`src/rtl/countdown_timer.sv`:
```
// Loadable down-counter with start/pause/abort control, one-cycle done pulse and expiry level.
// Define COUNTDOWN_AUTO_RELOAD_EN to reload the stored period on expiry instead of stopping.
module countdown_timer #(
    parameter int          DATA_WIDTH  = 20,
    parameter int          STEP        = 1,
    parameter int unsigned PERIOD_INIT = 0
) (
    input  logic                  clk,
    input  logic                  rst,
    input  logic                  en,
    input  logic                  load,
    input  logic [DATA_WIDTH-1:0] load_val,
    input  logic                  start,
    input  logic                  pause,
    input  logic                  abort,
    output logic [DATA_WIDTH-1:0] count,
    output logic                  busy,
    output logic                  done,
    output logic                  expired
);

    localparam logic [DATA_WIDTH-1:0] STEP_W   = DATA_WIDTH'(STEP);
    localparam logic [DATA_WIDTH-1:0] PERIOD_R = DATA_WIDTH'(PERIOD_INIT);

    typedef enum logic [1:0] {
        IDLE,
        RUN,
        HOLD,
        DONE
    } state_t;

    state_t                state;
    logic [DATA_WIDTH-1:0] period;
    logic [DATA_WIDTH-1:0] eff_period;

    // A load in the same cycle as start takes effect immediately.
    assign eff_period = load ? load_val : period;

    always_ff @(posedge clk or negedge rst) begin
        if (!rst) begin
            state   <= IDLE;
            count   <= '0;
            period  <= PERIOD_R;
            busy    <= 1'b0;
            done    <= 1'b0;
            expired <= 1'b0;
        end else begin
            done <= 1'b0;
            if (load) begin
                period <= load_val;
            end

            if (abort) begin
                state   <= IDLE;
                count   <= '0;
                busy    <= 1'b0;
                expired <= 1'b0;
            end else begin
                case (state)
                    IDLE, DONE: begin
                        if (start) begin
                            if (eff_period == '0) begin
                                state   <= DONE;
                                count   <= '0;
                                done    <= 1'b1;
                                busy    <= 1'b0;
                                expired <= 1'b1;
                            end else begin
                                state   <= RUN;
                                count   <= eff_period;
                                busy    <= 1'b1;
                                expired <= 1'b0;
                            end
                        end
                    end

                    RUN: begin
                        if (pause) begin
                            state <= HOLD;
                        end else if (en) begin
                            if (count > STEP_W) begin
                                count <= count - STEP_W;
                            end else begin
                                done <= 1'b1;
`ifdef COUNTDOWN_AUTO_RELOAD_EN
                                if (period != '0) begin
                                    count <= period;
                                end else begin
                                    state   <= DONE;
                                    count   <= '0;
                                    busy    <= 1'b0;
                                    expired <= 1'b1;
                                end
`else
                                state   <= DONE;
                                count   <= '0;
                                busy    <= 1'b0;
                                expired <= 1'b1;
`endif
                            end
                        end
                    end

                    HOLD: begin
                        if (!pause) begin
                            state <= RUN;
                        end
                    end

                    default: begin
                        state   <= IDLE;
                        count   <= '0;
                        busy    <= 1'b0;
                        expired <= 1'b0;
                    end
                endcase
            end
        end
    end

endmodule

```
`config.mk`:
```
export PLATFORM = sky130hd
export DESIGN_NAME = countdown_timer
export DESIGN_NICKNAME = d
export VERILOG_FILES = /design/src/rtl/countdown_timer.sv
export SDC_FILE = /design/constraint.sdc
export NUM_CORES = 1
export LEC_CHECK = 0
export CAP_MARGIN = 20
export CORE_ASPECT_RATIO = 0.9
export CORE_MARGIN = 2
export CORE_UTILIZATION = 42
export DETAILED_ROUTE_END_ITERATION = 8
export HOLD_SLACK_MARGIN = 0.06
export PLACE_DENSITY = 0.7
export SETUP_SLACK_MARGIN = 0.1
export SKIP_CTS_REPAIR_TIMING = 1
export SLEW_MARGIN = 15
export SYNTH_ARGS = -nofsm -noshare
export SYNTH_HDL_FRONTEND = slang
export SYNTH_SLANG_ARGS = --single-unit
```
`constraint.sdc`:
```
create_clock -name clk -period 2.2 [get_ports clk]
set_input_delay 0.22 -clock clk [delete_from_list [all_inputs] [get_ports clk]]
set_output_delay 0.22 -clock clk [all_outputs]
set_load 0.05 [all_outputs]
```
==> metrics.md, run 1 <==
| Metric | Value |
|---|---|
| DR vias | `approximately 2,200` |
| R2R depth | `6` |
| Initial Util | `between 40% and 50%` |
| Status | `complete, but fails checks` |
| Routed length on met1 | `about 3.4 mm` |
| Fin crit share | `107%` |
| Failing checks | `negative setup slack` |
| Post-Syn Instances | `approximately 230` |
| Max rail drop VDD | `between 800 and 900 uV` |
| Drt pass-1 iters | `4` |
| Post-route cell area | `roughly 3600 um^2` |
| Count of cell types in the netlist | `52` |
| Io pins | `50` |
| Power share of the sequential group | `23.5%` |
| Sw Share | `about 45%` |
| Synth area leaders | `dfrtp_1 46%, mux2_2 9.1%, a221o_1 5.3%` |
| Startpoint type of the worst setup path | `flip-flop` |
| Pint | `approximately 2.6 mW` |
| Proportion of netlist area held by the largest area contributor | `a little under half` |
| Final number of hold-violating endpoints | `0` |
| Critical path endpoint | `count[18]` |
| Flop-to-flop setup slack | `-140 ps` |
| Post-Route WL | `6.93 mm` |
| Die area | `6490 um^2` |
| Sequential area share after synthesis | `45.7%` |
| Critical Path End Type | `flip-flop` |
| FILL cells | `around 480` |
| Clk pin slew, worst setup/hold paths | `about 90 ps` |
| Antenna cell count | `0` |
| Psw | `2.19 mW` |
| Critical Path Most Common Cell | `or4_4` |
| DR WL met3 | `~420 um` |
| Syn avg cell area | `around 11 um^2` |
| Synth Flop Type | `dfrtp_1` |
| Post-Layout Cell Count | `between 400 and 500` |
| PortBufs | `between 40 and 50` |
| Hold Path Class | `in -> async` |
| Max-cap viol count | `0` |
| HPWL after DPL | `~5.4 mm` |
| Starting DRT DRC Count | `between 90 and 100` |
| FF-to-FF Start | `count[6]` |
| Max_slew headroom | `59.8%` |
| RR Endpoint | `count[18]` |
| DP Worst Slack | `-242 ps` |
| Logic pwr share | `between 60% and 70%` |
| Final Util | `63.1%` |
| Worst skew pair latency | `~300 ps` |
| Number of global-route vias before repair | `around 2,200` |
| Max Used Layer | `met4` |
| Core area | `5660 um^2` |
| Vias per inst | `between 5 and 6` |
| Die span in y | `76.6 um` |
| Post-synth EDFFs | `0` |
| Maximum clock rate | `0.427 GHz` |
| RSZ-0062 raised after global routing | `true` |
| Crit-path slowest cell | `or4_4` |
| Synthesized Nets | `around 270` |
| Max-slew violations | `0` |
| Fraction of registers with async set/reset | `100%` |
| Final setup viols | `21` |
| Power density cells | `between 1000 and 1500 nW/um^2` |
| Crit-path cells | `or4_4 -> or4_4 -> o21bai_4 -> buf_12 -> o21ai_1 -> a221o_1` |
| First-pass GRT wire length | `roughly 11 mm` |
| Clock network fraction of total power | `11.2%` |
| Total global routing track utilization | `roughly 22%` |
| Number of H-tree levels | `2` |
| Max Clock Skew | `7.19 ps` |
| Synth Warn # | `0` |
| Placed Area | `approximately 3400 um^2` |
| CP Launch Point | `count[6]` |
| Initial antenna violation count | `0` |
| Synth Cell Area | `around 2500 um^2` |
| Inserted Clock Buffers | `5` |
| Routability-driven placement congestion ratio | `0.887` |
| Crit-path max cell delay | `roughly 560 ps` |
| Crit Path Max Fanout | `20` |
| Clock root cell | `clkbuf_8` |
| WL met2 | `around 3 mm` |
| Worst Tran Pin Value | `around 600 ps` |
| Gr ovfl total | `0` |
| Clk sinks | `45` |
| Layout area overhead | `45.0%` |
| Leakage | `1.51 nW` |
| Row Count | `26` |
| Drt wl/cell | `17.2 um` |
| Clock Tree Buf Depth | `2` |
| Remaining DRCs | `0` |
| CP arrival | `2530 ps` |
| Placed Instances | `394` |
| Die Wd | `84.7 um` |
| Largest net degree at the start of global routing | `27` |
| TritonCTS clock tree | `built` |
| WS Path Type | `reg -> reg` |
| Net count, final | `around 360` |
| Flops & latches, synth | `45` |
| Worst Path Required | `around 2400 ps` |
| Final Critical Period | `2340 ps` |
| Share of cells above drive strength 1 | `32.4%` |
| Final worst slack | `-143 ps` |
| Post-synthesis cell type with the largest combined area | `dfrtp_1` |
| Post-route ant nets | `0` |
## critical path, delay by kind of cell (launching register included)
kind	cells	cell delay, ps
AND/OR/NAND/NOR	2	1110
AO/OA/AOI/OAI	3	540
flip-flops	1	410
buffers and inverters	1	170
## worst min path at each step
stage                       endpoint  slack (ps)  startpoint
final                     period[19]         460         rst
after global routing       period[0]         530         rst
after CTS                 period[19]         -70         rst
after floorplan                 busy         -80         rst
after detailed placement  period[19]         260         rst
after global placement    period[18]         260         rst
## layer usage
layer	vias up	global-route usage (%)
met5	-	0
met4	0	5.87
met3	9	3.47
met2	75	32.0
met1	1057	33.0
li1	1107	-
## power by group through the flow
stage / Clock (mW) / Combinational [mW] / Sequential (mW)
global route: 0.599 / 3.40 / 1.16
finish: 0.540 / 3.16 / 1.14
floorplan: 0 / 1.25 / 1.64
CTS: 0.550 / 3.00 / 1.13
global placement: 0 / 2.95 / 1.14
detailed placement: 0 / 2.98 / 1.14
## cells in the mapped netlist, types with 5 or more instances
master / instances
nor2_1: 14
xor2_1: 5
o2bb2ai_1: 5
a21oi_1: 6
dfrtp_1: 45
mux2_2: 20
nor4_1: 15
a221o_1: 13
inv_1: 5
nor3_1: 10
or4_1: 6
o21ai_1: 6
o21ai_0: 7
clkbuf_1: 9
nand2_1: 8
## flip-flops by register name (all words and copies together) (netlist names)
| register | count |
|---|---|
| count | 20 |
| period | 20 |
| state | 2 |
| busy | 1 |
| done | 1 |
| expired | 1 |
## cell usage in the layout, fill, tap and decap left out, types with 2 or more instances in the layout
cell	Yosys	final
o211ai_1	4	4
o21ai_1	6	6
clkbuf_8	0	5
xor2_1	5	5
nor3b_1	4	4
nand2_1	8	8
or4_4	1	3
dfrtp_2	0	6
a221o_1	13	13
o2bb2ai_1	5	5
nor2_1	14	13
nor3_4	0	2
buf_4	1	54
nor4_1	15	14
inv_1	5	5
or2_2	4	4
o21bai_1	3	3
nor3_1	10	8
clkdlybuf4s50_1	0	48
mux2_2	20	20
ha_1	4	4
o31ai_1	2	2
nand4_1	3	3
or4_1	6	4
nand2b_1	2	2
o21ai_0	7	6
a21oi_1	6	6
nand3_1	3	3
o41ai_1	2	2
dfrtp_1	45	39
## area by class of cell
class | instances | area (um^2) | share of cell area (%)
multi-input cells | 170 | 1320 | 36.9
flip-flops and latches | 45 | 1130 | 31.7
repair buffers | 105 | 921 | 25.8
well taps | 70 | 87.6 | 2.45
clock buffers | 5 | 68.8 | 1.93
clock inverters | 3 | 25.0 | 0.701
inverters | 5 | 18.8 | 0.526
## per-stage QoR
stage | hold slack [ps] | total power, mW | setup TNS (ps)
3_3_place_gp | 256 | 4.10 | -2710
5_1_grt | 529 | 5.16 | -3120
4_1_cts | -71.5 | 4.68 | -3530
2_1_floorplan | -75.6 | 2.89 | -4900
3_5_place_dp | 259 | 4.12 | -3160
6_report | 458 | 4.84 | -1760
## cells by family (layout without fill, tap and decap cells)
| family | after synthesis | after routing | synth area share (%) |
|---|---|---|---|
| multiplexers | 21 | 21 | 9.55 |
| buffers and inverters | 19 | 118 | 3.40 |
| AO/OA/AOI/OAI | 61 | 61 | 19.1 |
| XOR/XNOR | 6 | 6 | 2.13 |
| flip-flops | 45 | 45 | 45.7 |
| AND/OR/NAND/NOR | 78 | 78 | 18.0 |
| adder cells (fa/ha/maj) | 4 | 4 | 2.03 |
Note: power is estimated with default switching activity, not from simulation.
==> inputs of run 2 (changes only) <==
- REMOVE_ABC_BUFFERS: not set -> 1
==> run 2 against run 1 <==
- the flow still finishes with violations (negative setup slack)
- combinational power down 3%
- total power down 1.6%
- clock skew up 2.9 ps
- utilization down 0.99 points
- maximum frequency up 1.2%
- critical endpoint is now count[9]
- largest power group unchanged
==> metrics.md, run 2 (synthesis results as in run 1) <==
| Metric | Value |
|---|---|
| Crit Path Max Fanout | `21 (+5.0%)` |
| Die span in y | `76.6 um (unchanged)` |
| Inserted Clock Buffers | `5 (unchanged)` |
| Gr ovfl total | `0 (unchanged)` |
| Critical Path End Type | `flip-flop` |
| Number of global-route vias before repair | `2,228 (+0.86%)` |
| Met1 Usage GRT | `31.1% (-1.9 points)` |
| Crit-path max cell delay | `560 ps (about the same)` |
| Remaining DRCs | `0 (unchanged)` |
| Placed Instances | `387 (-1.8%)` |
| Largest registers | `count: 20 flops, period: 20 flops, state: 2 flops` |
| TritonCTS clock tree | `built` |
| Initial antenna violation count | `0 (unchanged)` |
| Final Critical Period | `2320 ps (-27.3 ps)` |
| Max rail drop VDD | `837 uV (+1.9%)` |
| Failing checks | `negative setup slack` |
| Share of cells above drive strength 1 | `29.4% (-3.1 points)` |
| GR Layer Usage met2 | `34.0% (+2.0 points)` |
| Max-slew violations | `0 (unchanged)` |
| Total global routing track utilization | `22.2% (+0.52 points)` |
| Status | `complete, but fails checks` |
| Layout area overhead | `42.7%` |
| Worst skew pair latency | `310 ps (about the same)` |
| Core area | `5660 um^2 (unchanged)` |
| Final number of hold-violating endpoints | `0 (unchanged)` |
| Clock Tree Buf Depth | `2 (unchanged)` |
| Starting DRT DRC Count | `143 (+44%)` |
| Antenna cell count | `0 (unchanged)` |
| Final worst slack | `-116 ps (+27.3 ps)` |
| Vias per inst | `5.80 (+3.9%)` |
| Io pins | `50 (unchanged)` |
| Worst Path Required | `2400 ps (about the same)` |
| PortBufs | `49 (unchanged)` |
| DR vias | `2,302 (+2.4%)` |
| HPWL after DPL | `5.41 mm (+0.74%)` |
| Largest net degree at the start of global routing | `22 (-19%)` |
| Crit path max-delay family | `simple AND/OR/NAND/NOR gates` |
| Power, Total | `4.76 mW (-1.6%)` |
| Post-route ant nets | `0 (unchanged)` |
| Drt pass-1 iters | `4 (unchanged)` |
| Final Util | `62.1% (-0.99 points)` |
| GR peak layer | `met2` |
| Power density cells | `1360 nW/um^2 (about the same)` |
| Die Wd | `84.7 um (unchanged)` |
| Initial Util | `43.5% (unchanged)` |
| Clk sinks | `45 (unchanged)` |
| Max Clock Skew | `10.1 ps (+2.89 ps)` |
| Post-Layout Cell Count | `397 (-1.5%)` |
| Crit-path cells | `or4_4 -> or4_4 -> o21bai_4 -> buf_12 -> o21ai_1 -> a221o_1` |
| WS Path Type | `reg -> reg` |
| RSZ-0062 raised after global routing | `true` |
| Number of H-tree levels | `2 (unchanged)` |
| Post-Route WL | `7.12 mm (+2.8%)` |
| Max-cap viol count | `0 (unchanged)` |
| Startpoint type of the worst setup path | `flip-flop` |
| Fin crit share | `105% (-1.2 points)` |
| Post-route cell area | `3510 um^2 (-1.6%)` |
| CP arrival | `2510 ps (-20 ps)` |
| Clock root cell | `clkbuf_8` |
| Clk pin slew, worst setup/hold paths | `90 ps (about the same)` |
| First-pass GRT wire length | `11.4 mm (+2.2%)` |
| Met3 GRT Util | `4.55% (+1.1 points)` |
| Most frequent cells in the layout | `48 x clkdlybuf4s50_1, 48 x buf_4, 45 x dfrtp_1, 20 x mux2_2, 14 x nor4_1` |
| Worst Tran Pin Value | `512 ps (-92.0 ps)` |
| Final setup viols | `20 (-4.8%)` |
| Drt wl/cell | `17.9 um (+4.4%)` |
| Die area | `6490 um^2 (unchanged)` |
| Crit-path slowest cell | `or4_4` |
| Row Count | `26 (unchanged)` |
| Net count, final | `357 (-1.7%)` |
| Placed Area | `3340 um^2 (-1.9%)` |
| Worst Path Buf+Inv | `1 (unchanged)` |
| Leakage | `1.50 nW (-1.0%)` |
| Maximum clock rate | `0.432 GHz (+1.2%)` |
| Routability-driven placement congestion ratio | `0.851 (-4.0%)` |
| Hold Path Class | `in -> async` |
| Critical Path Most Common Cell | `or4_4` |
| Max_slew headroom | `65.8% (+6.0 points)` |
[run 2: per-layer routing]
layer	vias up	part of all wire (%)
met5	-	0
met4	0	2.2
met1	1106	45
met3	13	7.4
met2	89	45
li1	1094	-
[run 2: final timing paths]
path / cells after the start / slack, ps / startpoint / endpoint
setup reg to reg: 6 / -120 / count[6] / count[9]
hold reg to reg: 1 / 480 / busy / busy
setup / recovery: 6 / -120 / count[6] / count[9]
min in group clk: 1 / 480 / busy / busy
max in group asynchronous: 3 / 1260 / rst / count[16]
hold / removal: 2 / 370 / rst / state[1]
[run 2: final cells by class]
type | instances | area (um^2)
Tap cell | 70 | 87.6
Clock buffer | 7 | 96.3
Inverter | 5 | 18.8
Sequential cell | 45 | 1130
Clock inverter | 1 | 8.76
Timing Repair Buffer | 99 | 876
Multi-Input combinational cell | 170 | 1300
Fill cell | 478 | 2150
[run 2: power by group]
group          switching, mW  internal [mW]  total, mW
Combinational           1.74           1.33       3.06
Sequential             0.112           1.01       1.12
Clock                  0.292          0.290      0.582
Total                   2.14           2.62       4.76
[run 2: through the flow]
stage	hold WS [ps]	worst slack, ps	setup TNS [ps]
after detailed placement	178	-198	-2920
after floorplan	-75.6	-489	-8700
after global placement	172	-130	-1760
final	369	-116	-1320
after global routing	402	-192	-2890
after CTS	-156	-146	-1850
==> inputs of run 3 (changes only) <==
- SKIP_LAST_GASP: not set -> 1
- SLEW_MARGIN: 15 -> 20
==> run 3 against run 2 <==
- the flow still finishes with violations (negative setup slack)
- maximum frequency is essentially flat
- total power down 0.35%
- sequential share of layout area about the same
- utilization fell by 0.088 points
- register-to-register slack about the same
- critical endpoint unchanged
==> metrics.md, run 3 (synthesis results as in run 1) <==
| Metric | Value |
|---|---|
| Clock root cell | `clkbuf_8` |
| Inserted Clock Buffers | `5 (unchanged)` |
| Max rail drop VDD | `837 uV (about the same)` |
| PortBufs | `49 (unchanged)` |
| Crit-path slowest cell | `or4_4` |
| Total global routing track utilization | `22.2% (unchanged)` |
| Share of cells above drive strength 1 | `28.7% (-0.61 points)` |
| Max-cap viol count | `0 (unchanged)` |
| Max-slew violations | `0 (unchanged)` |
| Max Clock Skew | `9.18 ps (-0.897 ps)` |
| RSZ-0062 raised after global routing | `true` |
| Setup tns final | `-1290 ps (+28.0 ps)` |
| Failing checks | `negative setup slack` |
| Largest registers | `count: 20 flops, period: 20 flops, state: 2 flops` |
| Routability-driven placement congestion ratio | `0.851 (unchanged)` |
| Clock Tree Buf Depth | `2 (unchanged)` |
| Drt pass-1 iters | `4 (unchanged)` |
| Worst Path Required | `2390 ps (about the same)` |
| Number of global-route vias before repair | `2,228 (unchanged)` |
| Number of H-tree levels | `2 (unchanged)` |
| First-pass GRT wire length | `11.4 mm (unchanged)` |
| Final worst slack | `-115 ps (+1.36 ps)` |
| Power density cells | `1350 nW/um^2 (-0.21%)` |
| WS Path Type | `reg -> reg` |
| Starting DRT DRC Count | `175 (+22%)` |
| Fin crit share | `105% (about the same)` |
| Post-route ant nets | `0 (unchanged)` |
| Io pins | `50 (unchanged)` |
| Initial Util | `43.5% (unchanged)` |
| TritonCTS clock tree | `built` |
| Critical Path Most Common Cell | `or4_4` |
| Power, Total | `4.75 mW (-0.35%)` |
| Worst skew pair latency | `310 ps (about the same)` |
| Largest net degree at the start of global routing | `22 (unchanged)` |
| Leakage | `1.50 nW (about the same)` |
| DP Worst Slack | `-198 ps (unchanged)` |
| Crit Path Max Fanout | `21 (unchanged)` |
| Clk sinks | `45 (unchanged)` |
| Die area | `6490 um^2 (unchanged)` |
| Final Critical Period | `2310 ps (-1.36 ps)` |
| Antenna cell count | `0 (unchanged)` |
| Worst Path Buf+Inv | `1 (unchanged)` |
| Maximum clock rate | `0.432 GHz (about the same)` |
| Net count, final | `357 (unchanged)` |
| Gr ovfl total | `0 (unchanged)` |
| Crit-path cells | `or4_4 -> or4_4 -> o21bai_4 -> buf_12 -> o21ai_1 -> a221o_1` |
| CP arrival | `2510 ps (about the same)` |
| Max_slew headroom | `65.8% (about the same)` |
| Row Count | `26 (unchanged)` |
| Die Wd | `84.7 um (unchanged)` |
| Vias per inst | `5.82 (+0.39%)` |
| Final setup viols | `20 (unchanged)` |
| Most frequent cells in the layout | `48 x clkdlybuf4s50_1, 48 x buf_4, 45 x dfrtp_1, 20 x mux2_2, 14 x nor4_1` |
| Crit-path max cell delay | `560 ps (about the same)` |
| Final number of hold-violating endpoints | `0 (unchanged)` |
| Startpoint type of the worst setup path | `flip-flop` |
| Drt wl/cell | `17.9 um (-0.34%)` |
| Worst Tran Pin Value | `512 ps (+0.231 ps)` |
| Hold Path Class | `in -> async` |
| Layout area overhead | `42.5%` |
| Critical Path End Type | `flip-flop` |
| Core area | `5660 um^2 (unchanged)` |
| HPWL after DPL | `5.41 mm (unchanged)` |
| Crit path max-delay family | `simple AND/OR/NAND/NOR gates` |
| Hold slack final | `372 ps (+2.90 ps)` |
| Status | `complete, but fails checks` |
| Clk pin slew, worst setup/hold paths | `90 ps (about the same)` |
| Initial antenna violation count | `0 (unchanged)` |
| DR vias | `2,311 (+0.39%)` |
| Die span in y | `76.6 um (unchanged)` |
| Remaining DRCs | `0 (unchanged)` |
| Post-Route WL | `7.10 mm (-0.34%)` |
run 3: cell type report:
type,count,area [um^2]
Timing Repair Buffer,99,876
Clock inverter,1,8.76
Tap cell,70,87.6
Fill cell,480,2150
Sequential cell,45,1130
Inverter,5,18.8
Clock buffer,7,96.3
Multi-Input combinational cell,170,1300
run 3: metal layers:
metal	global-route usage, %	part of all wire, %	vias up
met3	4.55	7.0	19
met4	8.25	2.4	0
met1	31.1	45	1107
li1	-	-	1087
met2	34.0	45	98
met5	0	0	-
run 3: per-stage QoR:
step                utilization, %  cell area, um^2  cells
CTS                           60.9             3450    395
global route                  62.0             3510    397
detailed placement            59.1             3340    387
global placement              59.1             3340    387
floorplan                        -             2400    220
finish                        62.0             3510    397
run 3: worst reg2reg max path, delay by kind of cell (launching register included):
kind | cells | cell delay [ps]
simple gates | 2 | 1110
flops | 1 | 390
compound gates | 3 | 540
buf+inv | 1 | 170
run 3: power by group:
group          total, mW  switching, mW  internal, mW
sequential          1.12          0.112          1.01
combinational       3.04           1.73          1.31
clock              0.584          0.294         0.290
total               4.75           2.14          2.61
run 3: final timing paths:
kind | startpoint | to | slack [ps] | depth (start not counted)
hold reg to reg | busy | busy | 480 | 1
setup reg to reg | count[6] | count[9] | -110 | 6
min in group clk | busy | busy | 480 | 1
max in group asynchronous | rst | period[1] | 1260 | 3
setup / recovery | count[6] | count[9] | -110 | 6
hold / removal | rst | state[1] | 370 | 2
